## src/rtl/spi_ctrl_pkg.sv

```systemverilog
// Shared definitions for the SPI controller blocks.
// FSM encodings, op-type codes and default sizes.
package spi_ctrl_pkg;

    typedef enum logic {
        ARB_IDLE = 1'b0,
        ARB_WAIT = 1'b1
    } arb_state_t;

    localparam logic OP_READ  = 1'b0;
    localparam logic OP_WRITE = 1'b1;

    localparam int DEF_DATA_WIDTH     = 32;
    localparam int DEF_TIMEOUT_CYCLES = 1024;

endpackage

```

## src/rtl/spi_bus_arbiter_rr_pick.sv

```systemverilog
// Combinational round-robin selector: first set request
// searching upward from the slot after the last grant.
module rr_pick #(
    parameter int N  = 2,
    parameter int IW = (N > 1) ? $clog2(N) : 1
) (
    input  logic [N-1:0]  i_req,
    input  logic [IW-1:0] i_last,
    output logic [IW-1:0] o_pick,
    output logic          o_any
);

    localparam logic [IW:0] LP_N = (IW+1)'(N);

    logic [IW:0] w_idx;
    logic        w_found;

    always_comb begin
        o_pick  = '0;
        w_found = 1'b0;
        w_idx   = '0;
        for (int k = 1; k <= N; k++) begin
            // last+k never exceeds 2N-1, so one wrap suffices
            w_idx = {1'b0, i_last} + (IW+1)'(k);
            if (w_idx >= LP_N) begin
                w_idx = w_idx - LP_N;
            end
            if (!w_found && i_req[w_idx[IW-1:0]]) begin
                w_found = 1'b1;
                o_pick  = w_idx[IW-1:0];
            end
        end
        o_any = |i_req;
    end

endmodule

```

## src/rtl/spi_bus_arbiter.sv

```systemverilog
// Round-robin arbiter sharing the SPI bridge bus port between
// NUM_REQ requesters, with one pending op per requester and timeout.
module spi_bus_arbiter
    import spi_ctrl_pkg::*;
#(
    parameter int NUM_REQ        = 2,
    parameter int DATA_WIDTH     = DEF_DATA_WIDTH,
    parameter int TIMEOUT_CYCLES = DEF_TIMEOUT_CYCLES,
    parameter int IW = (NUM_REQ > 1) ? $clog2(NUM_REQ) : 1
) (
    input  logic                          clk,
    input  logic                          reset,
    input  logic [NUM_REQ-1:0]            req_read,
    input  logic [NUM_REQ-1:0]            req_write,
    input  logic [NUM_REQ*DATA_WIDTH-1:0] req_write_data,
    output logic [DATA_WIDTH-1:0]         req_read_data,
    output logic [NUM_REQ-1:0]            req_read_response,
    output logic [NUM_REQ-1:0]            req_write_response,
    output logic [NUM_REQ-1:0]            req_error,
    output logic                          bus_read,
    output logic                          bus_write,
    output logic [DATA_WIDTH-1:0]         bus_write_data,
    input  logic                          bus_read_response,
    input  logic                          bus_write_response,
    input  logic [DATA_WIDTH-1:0]         bus_read_data,
    output logic [IW-1:0]                 grant_id,
    output logic                          busy
);

    localparam int TW = $clog2(TIMEOUT_CYCLES);

    arb_state_t              r_state;
    logic [TW-1:0]           r_timer;
    logic [IW-1:0]           r_grant;
    logic [IW-1:0]           r_last;
    logic                    r_op;
    logic [NUM_REQ-1:0]      r_pend_v;
    logic [NUM_REQ-1:0]      r_pend_wr;
    logic [DATA_WIDTH-1:0]   r_pend_data [NUM_REQ];
    logic [DATA_WIDTH-1:0]   r_rdata;
    logic [DATA_WIDTH-1:0]   r_bus_wdata;
    logic                    r_bus_read;
    logic                    r_bus_write;
    logic [NUM_REQ-1:0]      r_rd_resp;
    logic [NUM_REQ-1:0]      r_wr_resp;
    logic [NUM_REQ-1:0]      r_err;

    logic [IW-1:0]           w_pick;
    logic                    w_any;
    logic                    w_done;
    logic                    w_tmo;

    rr_pick #(
        .N  (NUM_REQ),
        .IW (IW)
    ) u_pick (
        .i_req  (r_pend_v),
        .i_last (r_last),
        .o_pick (w_pick),
        .o_any  (w_any)
    );

    // only the response matching the issued op type counts
    assign w_done = (r_op == OP_WRITE) ? bus_write_response
                                       : bus_read_response;
    assign w_tmo  = &r_timer;

    always_ff @(posedge clk) begin
        if (reset) begin
            r_state     <= ARB_IDLE;
            r_timer     <= '0;
            r_grant     <= '0;
            r_last      <= IW'(NUM_REQ - 1);
            r_op        <= OP_READ;
            r_pend_v    <= '0;
            r_pend_wr   <= '0;
            r_rdata     <= '0;
            r_bus_wdata <= '0;
            r_bus_read  <= 1'b0;
            r_bus_write <= 1'b0;
            r_rd_resp   <= '0;
            r_wr_resp   <= '0;
            r_err       <= '0;
            for (int i = 0; i < NUM_REQ; i++) begin
                r_pend_data[i] <= '0;
            end
        end else begin
            r_bus_read  <= 1'b0;
            r_bus_write <= 1'b0;
            r_rd_resp   <= '0;
            r_wr_resp   <= '0;
            r_err       <= '0;

            unique case (r_state)
                ARB_IDLE: begin
                    if (w_any) begin
                        r_grant     <= w_pick;
                        r_state     <= ARB_WAIT;
                        r_timer     <= '0;
                        r_op        <= r_pend_wr[w_pick];
                        r_bus_wdata <= r_pend_data[w_pick];
                        r_bus_write <= r_pend_wr[w_pick];
                        r_bus_read  <= !r_pend_wr[w_pick];
                    end
                end
                ARB_WAIT: begin
                    if (w_done || w_tmo) begin
                        if (r_op == OP_WRITE) begin
                            r_wr_resp[r_grant] <= 1'b1;
                        end else begin
                            r_rd_resp[r_grant] <= 1'b1;
                            r_rdata <= w_done ? bus_read_data : '0;
                        end
                        r_err[r_grant]    <= !w_done;
                        r_pend_v[r_grant] <= 1'b0;
                        r_last            <= r_grant;
                        r_state           <= ARB_IDLE;
                    end else begin
                        r_timer <= r_timer + 1'b1;
                    end
                end
            endcase

            // a full slot drops new pulses, even on its completion edge
            for (int i = 0; i < NUM_REQ; i++) begin
                if (!r_pend_v[i] && (req_write[i] || req_read[i])) begin
                    r_pend_v[i]    <= 1'b1;
                    r_pend_wr[i]   <= req_write[i];
                    r_pend_data[i] <= req_write[i]
                        ? req_write_data[i*DATA_WIDTH +: DATA_WIDTH]
                        : '0;
                end
            end
        end
    end

    assign req_read_data      = r_rdata;
    assign req_read_response  = r_rd_resp;
    assign req_write_response = r_wr_resp;
    assign req_error          = r_err;
    assign bus_read           = r_bus_read;
    assign bus_write          = r_bus_write;
    assign bus_write_data     = r_bus_wdata;
    assign grant_id           = r_grant;
    assign busy               = (r_state == ARB_WAIT);

endmodule

```

## config.mk

```make
export PLATFORM = sky130hd
export DESIGN_NAME = spi_bus_arbiter
export DESIGN_NICKNAME = d
export VERILOG_FILES = /design/src/rtl/spi_ctrl_pkg.sv /design/src/rtl/spi_bus_arbiter_rr_pick.sv /design/src/rtl/spi_bus_arbiter.sv
export SDC_FILE = /design/constraint.sdc
export NUM_CORES = 1
export LEC_CHECK = 0
export CAP_MARGIN = 5
export CORE_MARGIN = 2
export CORE_UTILIZATION = 24
export CTS_CLUSTER_DIAMETER = 30
export DETAILED_ROUTE_END_ITERATION = 7
export GPL_TIMING_DRIVEN = 1
export PLACE_DENSITY_LB_ADDON = 0.3
export SYNTH_ARGS = -nofsm -noshare
export SYNTH_HDL_FRONTEND = slang
export SYNTH_SLANG_ARGS = --single-unit
```

## constraint.sdc

```tcl
create_clock -name clk -period 8.55 [get_ports clk]
set_clock_uncertainty 0.15 [all_clocks]
set_input_delay 2.565 -clock clk [delete_from_list [all_inputs] [get_ports clk]]
set_output_delay 2.565 -clock clk [all_outputs]
set_load 0.02 [all_outputs]
```

==> impl_metrics.ini, run 1 <==
[power_and_ir_drop]
max-vdd-ir-drop_uv = 98.9
p_leak_uw = 0.00316
power_uw = 1830
p_per_area_nw_per_um2 = 207

[cts]
hold_buffers = 0
ctsHtreeMaxLevel = 4
clk_pin_slew_worst_paths_ns = 0.07
post-cts-setup-buffers = 0
cts-resized-gates = 0
cts_tree = yes
clock_path_buffers = 2
cts_buffers = 17
clock_sinks = 154
cts_root_buffer = clkbuf_16
clock_latency_ns = 0.41

[critical_path]
crit_type = in2reg
start_kind = input port
endpoint_kind = register
r2r_cells = 5
critical_path.max_fanout = 53
cp.arrival_ns = 4.98
critical_path_buf_inv_count = 3
reg2reg_from = r_pend_v[1]
max_stage_delay_ns = 0.99
cp.required_ns = 8.68
rrSetupSlack_ns = 6.08
reg2reg_to = r_op
cp-startpoint = reset
cp_slowest_cell = and3_1
path_cells = buf_2 -> buf_4 -> inv_2 -> and3_1 -> and2_1
critPathTopFamily = simple AND/OR/NAND/NOR gates

[timing]
tns_ns = 0
rsz0062_at_grt = no
max_freq_mhz = 206
worstMarginPinSlew_ns = 1.17
setup_slack_ns = 3.70
setup_violations = 0
hold_violations = 0
drv_slew = 0
relSlewSlack_pct = 21.6
period_minus_slack_ns = 4.85
fin_crit_sh_pct = 56.7

[global_route]
antenna_found_initial = 2
grt_pass1_wl_um = 24600
grt_pass1_vias = 4509
grt_overflow = 0
grt_max_degree = 54
grtUsageTotal_pct = 11.8

[yosys]
synth_edf_count = 64
yosysSeqAreaShare_pct = 59.4
synthDistinctLibCells = 45
syn-cell-area_um2 = 6270
async_flop_share_pct = 0
yosys_warnings = 0
synthCells = 552
syn_nets = 657
synthFlopType = dfxtp_1
syn_avg_cell_area_um2 = 11.4
synth-seq-cells = 154

[floorplanning]
io_pins = 178
fp-row-count = 59
die_area_um2 = 27400
fp.dieH_um = 166
die_w_um = 166
core-area_um2 = 25800
start_util_pct = 24.3

[route]
dr.pass1.iters = 4
ant_nets = 0
viasPerCell = 4.28
drt_iter0_drc = 232
wire_per_inst_um = 15.1
drc = 0
drt_wl_total_um = 16000
vias = 4551

[finish]
layout.nets = 821
fillers = 2635
ff_latch_area_um2 = 3720
layout_commonest_cell = clkdlybuf4s50_1
multi_input_area_um2 = 2310
syn_to_final_growth_pct = 41.1
final_cell_mix = 176 x clkdlybuf4s50_1, 90 x dfxtp_1, 69 x nand2_1, 65 x mux2i_1
drive_gt1_share_pct = 7.00
insertedDiodeCount = 0

[placed_design]
io_buffers = 177
dp_hpwl_um = 10800
pre_cts_ws_ns = 3.15
gp_congestion = 0.728

[run]
cap_violations = 0

[hold_path]
min_to = req_read_data[17]
min_path_type = reg2reg
worstHoldPathCells = 2
hp-start = req_read_data[17]

[run_status]
run_status = finished, final reports clean
state kept, by name, indices dropped and copies added (netlist names):
register	count
bus_read	1
req_write_response	2
r_last	1
bus_write_data	32
busy	1
r_pend_wr	2
r_timer	10
r_op	1
bus_write	1
req_error	2
r_pend_data	64
req_read_data	32
req_read_response	2
grant_id	1
r_pend_v	2
per-stage QoR:
step | cells | area, um2 | util, % | hold WS [ns]
2_1_floorplan | 552 | 6270 | - | 0.299
3_3_place_gp | 1032 | 8290 | 32.1 | 0.293
3_5_place_dp | 1032 | 8290 | 32.1 | 0.298
4_1_cts | 1064 | 8840 | 34.2 | 0.311
5_1_grt | 1064 | 8840 | 34.2 | 0.329
6_report | 1064 | 8840 | 34.2 | 0.307
cells in the mapped netlist (2+ instances only):
master | n | area share [%]
clkbuf_1 | 20 | 1.2
a211oi_1 | 32 | 3.8
nor3_1 | 5 | 0.40
nor4_1 | 5 | 0.50
o21ai_1 | 2 | 0.16
o21ai_0 | 9 | 0.72
buf_12 | 3 | 0.96
a311oi_1 | 2 | 0.28
nand4_1 | 2 | 0.20
and4_1 | 2 | 0.28
buf_6 | 5 | 0.90
nand3_1 | 11 | 0.88
and3_1 | 5 | 0.50
o31a_1 | 2 | 0.28
nor2_1 | 39 | 2.3
dfxtp_1 | 90 | 29
a21oi_1 | 5 | 0.40
buf_2 | 6 | 0.48
buf_1 | 2 | 0.12
a31oi_1 | 8 | 0.80
and2_1 | 64 | 6.4
nand2b_1 | 3 | 0.30
inv_1 | 7 | 0.42
mux2i_1 | 65 | 10
nand2_1 | 69 | 4.1
edfxtp_1 | 64 | 31
or3_1 | 4 | 0.40
a21boi_0 | 2 | 0.24
o211ai_1 | 3 | 0.36
report_power, final:
part / total (uW) / switching (uW) / internal [uW]
clock network: 713 / 331 / 382
registers: 851 / 27.5 / 823
logic: 269 / 137 / 132
total: 1830 / 495 / 1340
area by class of cell:
class                   instances  area share (%)
inverters                       8           0.340
well taps                     335            4.74
flip-flops and latches        154            42.1
clock inverters                15            1.46
multi-input cells             353            26.2
repair buffers                182            20.4
clock buffers                  17            4.81
worst max path at each step:
stage	slack, ns	depth (start not counted)	endpoint
floorplan	3.05	2	r_pend_data[0][0]
global placement	3.21	5	r_pend_data[0][19]
detailed placement	3.15	5	r_pend_data[0][22]
CTS	3.60	5	r_pend_data[0][22]
global route	3.44	5	r_pend_data[0][15]
finish	3.70	5	r_pend_data[1][17]
worst min-delay path, delay by kind of cell (launching register included):
family / cells / cell delay, ns
flip-flops: 1 / 0.31
multiplexers: 1 / 0.05
AND/OR/NAND/NOR: 1 / 0.05
metal layers:
layer	wire length [um]	GRT usage [%]	vias to the layer above
li1	-	-	2291
met1	7060	14.6	2090
met2	7620	20.0	151
met3	1170	3.80	15
met4	169	3.13	4
met5	26	0	-
kinds of logic after synthesis:
family	after synthesis	share of synthesized area, %
compound gates	72	8.43
xor+xnor	1	0.140
fa+ha+maj	1	0.200
buf+inv	45	4.25
flops	154	59.4
mux	67	10.8
simple gates	212	16.7
(Power assumes the default switching activity.)
==> run 2: changes to the inputs <==
==> constraint.sdc (replaced) <==
create_clock -name clk -period 4.2 [get_ports clk]
set_clock_uncertainty 0.15 [all_clocks]
set_input_delay 1.26 -clock clk [delete_from_list [all_inputs] [get_ports clk]]
set_output_delay 1.26 -clock clk [all_outputs]
set_load 0.02 [all_outputs]
==> impl_metrics.ini, run 2 (same netlist as run 1, synthesis figures left out) <==
[cts]
ctsHtreeMaxLevel = 4
clock_latency_ns = 0.41
cts_root_buffer = clkbuf_16
clk_pin_slew_worst_paths_ns = 0.06
post-cts-setup-buffers = 0
clock_path_buffers = 2
hold_buffers = 0
cts_buffers = 17
cts_tree = yes
clock_sinks = 154
cts-resized-gates = 0

[floorplanning]
die_area_um2 = 27400
start_util_pct = 24.3
io_pins = 178
fp-row-count = 59
fp.dieH_um = 166
die_w_um = 166
core-area_um2 = 25800

[power_and_ir_drop]
p_per_area_nw_per_um2 = 425
p_leak_uw = 0.00317
max-vdd-ir-drop_uv = 280

[route]
drt_iter0_drc = 235
drc = 0
wire_per_inst_um = 14.9
ant_nets = 0
met2_length_um = 7560
drt_wl_total_um = 15900
dr.pass1.iters = 4
wl_met3_um = 1210
m1WireLength_um = 7020
vias = 4561
top_layer = met5
viasPerCell = 4.27

[timing]
setup_violations = 0
fin_crit_sh_pct = 73.1
rsz0062_at_grt = no
worstMarginPinSlew_ns = 1.13
hold_violations = 0
period_minus_slack_ns = 3.07
whs_ns = 0.304
relSlewSlack_pct = 24.5
drv_slew = 0
tns_ns = 0
max_freq_mhz = 326

[run]
cap_violations = 0

[finish]
ff_latch_area_um2 = 3720
largest_register_ffs = 64
fin_cells = 1067
drive_gt1_share_pct = 7.10
multi_input_area_um2 = 2310
largest_register = r_pend_data
fillers = 2619
syn_to_final_growth_pct = 41.7
layout.nets = 824
insertedDiodeCount = 0
layout_commonest_cell = clkdlybuf4s50_1
final_cell_mix = 176 x clkdlybuf4s50_1, 90 x dfxtp_1, 69 x nand2_1, 65 x mux2i_1

[placed_design]
dp_cells = 1035
dp_hpwl_um = 10500
io_buffers = 177
gp_congestion = 0.771

[global_route]
grt_max_degree = 53
grtUsageTotal_pct = 11.8
grt_pass1_wl_um = 24400
antenna_found_initial = 1
grt_pass1_vias = 4416
grt_overflow = 0

[critical_path]
start_kind = input port
crit_type = in2reg
endpoint_kind = register
cp.required_ns = 4.33
cp.arrival_ns = 3.20
critical_path.max_fanout = 32

[hold_path]
min_path_type = reg2reg

[run_status]
run_status = finished, final reports clean
run 2: layout make-up:
type	instances	area share [%]
Tap cell	335	4.72
Inverter	8	0.338
Clock buffer	18	4.83
Clock inverter	14	1.56
Sequential cell	154	41.9
Multi-Input combinational cell	353	26.0
Timing Repair Buffer	185	20.6
run 2: final timing paths:
| path | startpoint | endpoint | slack (ns) | cells after the start |
|---|---|---|---|---|
| setup reg to reg | r_pend_v[1] | bus_write_data[1] | 1.81 | 4 |
| hold / removal | req_read_data[17] | req_read_data[17] | 0.30 | 2 |
| hold reg to reg | req_read_data[17] | req_read_data[17] | 0.30 | 2 |
| setup / recovery | req_write[1] | r_pend_data[0][2] | 1.13 | 5 |
run 2: power breakdown:
group	leakage [uW]	total, uW	switching [uW]	internal (uW)
sequential	0.00144	1730	55.8	1680
combinational	0.00147	547	276	271
clock	0.000265	1490	663	831
run 2: metrics by stage:
stage / total power, uW / util, % / area, um2 / setup WS [ns]
after floorplan: 2060 / - / 6270 / 0.00244
after global placement: 2320 / 32.2 / 8310 / 0.653
after detailed placement: 2320 / 32.2 / 8310 / 0.593
after CTS: 3850 / 34.4 / 8880 / 1.04
after global routing: 3970 / 34.4 / 8880 / 0.880
final: 3770 / 34.4 / 8880 / 1.13
run 2: critical path, cell delays in order:
cell and delay, ns:
clkdlybuf4s50_1 0.53, nor2_1 0.10, o21ai_0 0.13, and3_1 0.93, and2_1 0.24
run 2: per-layer routing:
| metal | up-vias | GRT usage, % |
|---|---|---|
| li1 | 2288 | - |
| met1 | 2114 | 14.4 |
| met2 | 147 | 20.1 |
| met3 | 10 | 3.70 |
| met4 | 2 | 2.94 |
| met5 | - | 0 |
==> run 3: changes to the inputs <==
==> constraint.sdc (replaced) <==
create_clock -name clk -period 3.15 [get_ports clk]
set_clock_uncertainty 0.15 [all_clocks]
set_input_delay 0.945 -clock clk [delete_from_list [all_inputs] [get_ports clk]]
set_output_delay 0.945 -clock clk [all_outputs]
set_load 0.02 [all_outputs]
==> impl_metrics.ini, run 3 (same netlist as run 1, synthesis figures left out) <==
[global_route]
grtUsageTotal_pct = 11.8
antenna_found_initial = 3
grt_pass1_wl_um = 24500
grt_pass1_vias = 4537
grt_max_degree = 43
grt_overflow = 0

[finish]
fin_cells = 1075
largest_register = r_pend_data
layout_commonest_cell = clkdlybuf4s50_1
syn_to_final_growth_pct = 43.5
drive_gt1_share_pct = 8.12
layout.nets = 831
final_cell_mix = 176 x clkdlybuf4s50_1, 90 x dfxtp_1, 69 x nand2_1, 65 x mux2i_1
largest_register_ffs = 64

[floorplanning]
fp.dieH_um = 166
io_pins = 178
die_area_um2 = 27400
fp-row-count = 59
core-area_um2 = 25800
start_util_pct = 24.3
die_w_um = 166

[critical_path]
critPathTopFamily = buffers and inverters
critical_path_buf_inv_count = 2
cp_slowest_cell = clkdlybuf4s50_1
cp.arrival_ns = 1.52
endpoint_kind = output port
start_kind = register
max_stage_delay_ns = 0.63
crit_type = reg2out
cp.required_ns = 2.05
critical_path.max_fanout = 7
path_cells = buf_4 -> clkdlybuf4s50_1

[cts]
clock_latency_ns = 0.42
cts_root_buffer = clkbuf_16
clock_path_buffers = 2
clock_sinks = 154
cts-resized-gates = 0
hold_buffers = 0
cts_tree = yes
clk_pin_slew_worst_paths_ns = 0.06
ctsHtreeMaxLevel = 4
cts_buffers = 17
post-cts-setup-buffers = 0

[power_and_ir_drop]
p_per_area_nw_per_um2 = 570
power_uw = 5130
max-vdd-ir-drop_uv = 262
p_leak_uw = 0.00324

[run]
cap_violations = 0

[route]
dr.pass1.iters = 4
drc = 0
ant_nets = 0
drt_wl_total_um = 15900
drt_iter0_drc = 240
vias = 4596
viasPerCell = 4.28
wire_per_inst_um = 14.8

[timing]
hold_violations = 0
fin_crit_sh_pct = 83.0
setup_violations = 0
period_minus_slack_ns = 2.61
relSlewSlack_pct = 39.4
rsz0062_at_grt = no
max_freq_mhz = 383
tns_ns = 0
worstMarginPinSlew_ns = 0.908
drv_slew = 0

[placed_design]
io_buffers = 177
dp_hpwl_um = 10500
dp_cells = 1042
gp_congestion = 0.739

[run_status]
run_status = finished, final reports clean

[hold_path]
min_path_type = reg2reg
[run 3: cell types whose count changed in the layout (fill, tap and decap cells not counted), sizes merged]
cell / before / now
buf: 9 / 16
clkinvlp: 4 / 2
bufinv: 1 / 2
diode: 0 / 1
inv: 14 / 15
[run 3: area by class of cell]
class | instances | area [um2]
diodes | 1 | 2.50
well taps | 335 | 419
clock buffers | 18 | 429
repair buffers | 192 | 1920
inverters | 8 | 30.0
fillers | 2638 | 16800
flip-flops and latches | 154 | 3720
clock inverters | 14 | 160
multi-input cells | 353 | 2310
[run 3: report_power, final]
group,internal [uW],switching (uW)
clock network,1190,882
logic,375,376
registers,2230,70.6
[run 3: stage by stage]
| stage | area, um2 | setup WS, ns | utilization (%) | hold WS, ns |
|---|---|---|---|---|
| global route | 8990 | 0.474 | 34.8 | 0.329 |
| global placement | 8400 | 0.327 | 32.5 | 0.292 |
| CTS | 8990 | 0.503 | 34.8 | 0.307 |
| finish | 8990 | 0.536 | 34.8 | 0.307 |
| floorplan | 6270 | 0.0762 | - | 0.299 |
| detailed placement | 8400 | 0.245 | 32.5 | 0.298 |
[run 3: worst paths after layout]
path / from / endpoint / slack (ns) / cells past startpoint
hold / removal: req_read_data[3] / req_read_data[3] / 0.31 / 2
hold reg to reg: req_read_data[3] / req_read_data[3] / 0.31 / 2
setup / recovery: busy / busy / 0.54 / 2
setup reg to reg: r_timer[0] / r_timer[5] / 0.82 / 5
[run 3: per-layer routing]
metal	vias to the layer above	wire (um)	track usage, %
met5	-	30	0
met4	4	212	3.21
met3	17	1370	4.57
met2	151	7150	18.7
met1	2121	7110	15.0
li1	2303	-	-
[run 3: worst reg2reg max path, delay by kind of cell (launching register included)]
| kind | cells | cell delay, ns |
|---|---|---|
| compound gates | 2 | 1.02 |
| fa+ha+maj | 1 | 0.26 |
| simple gates | 2 | 0.43 |
| flops | 1 | 0.40 |
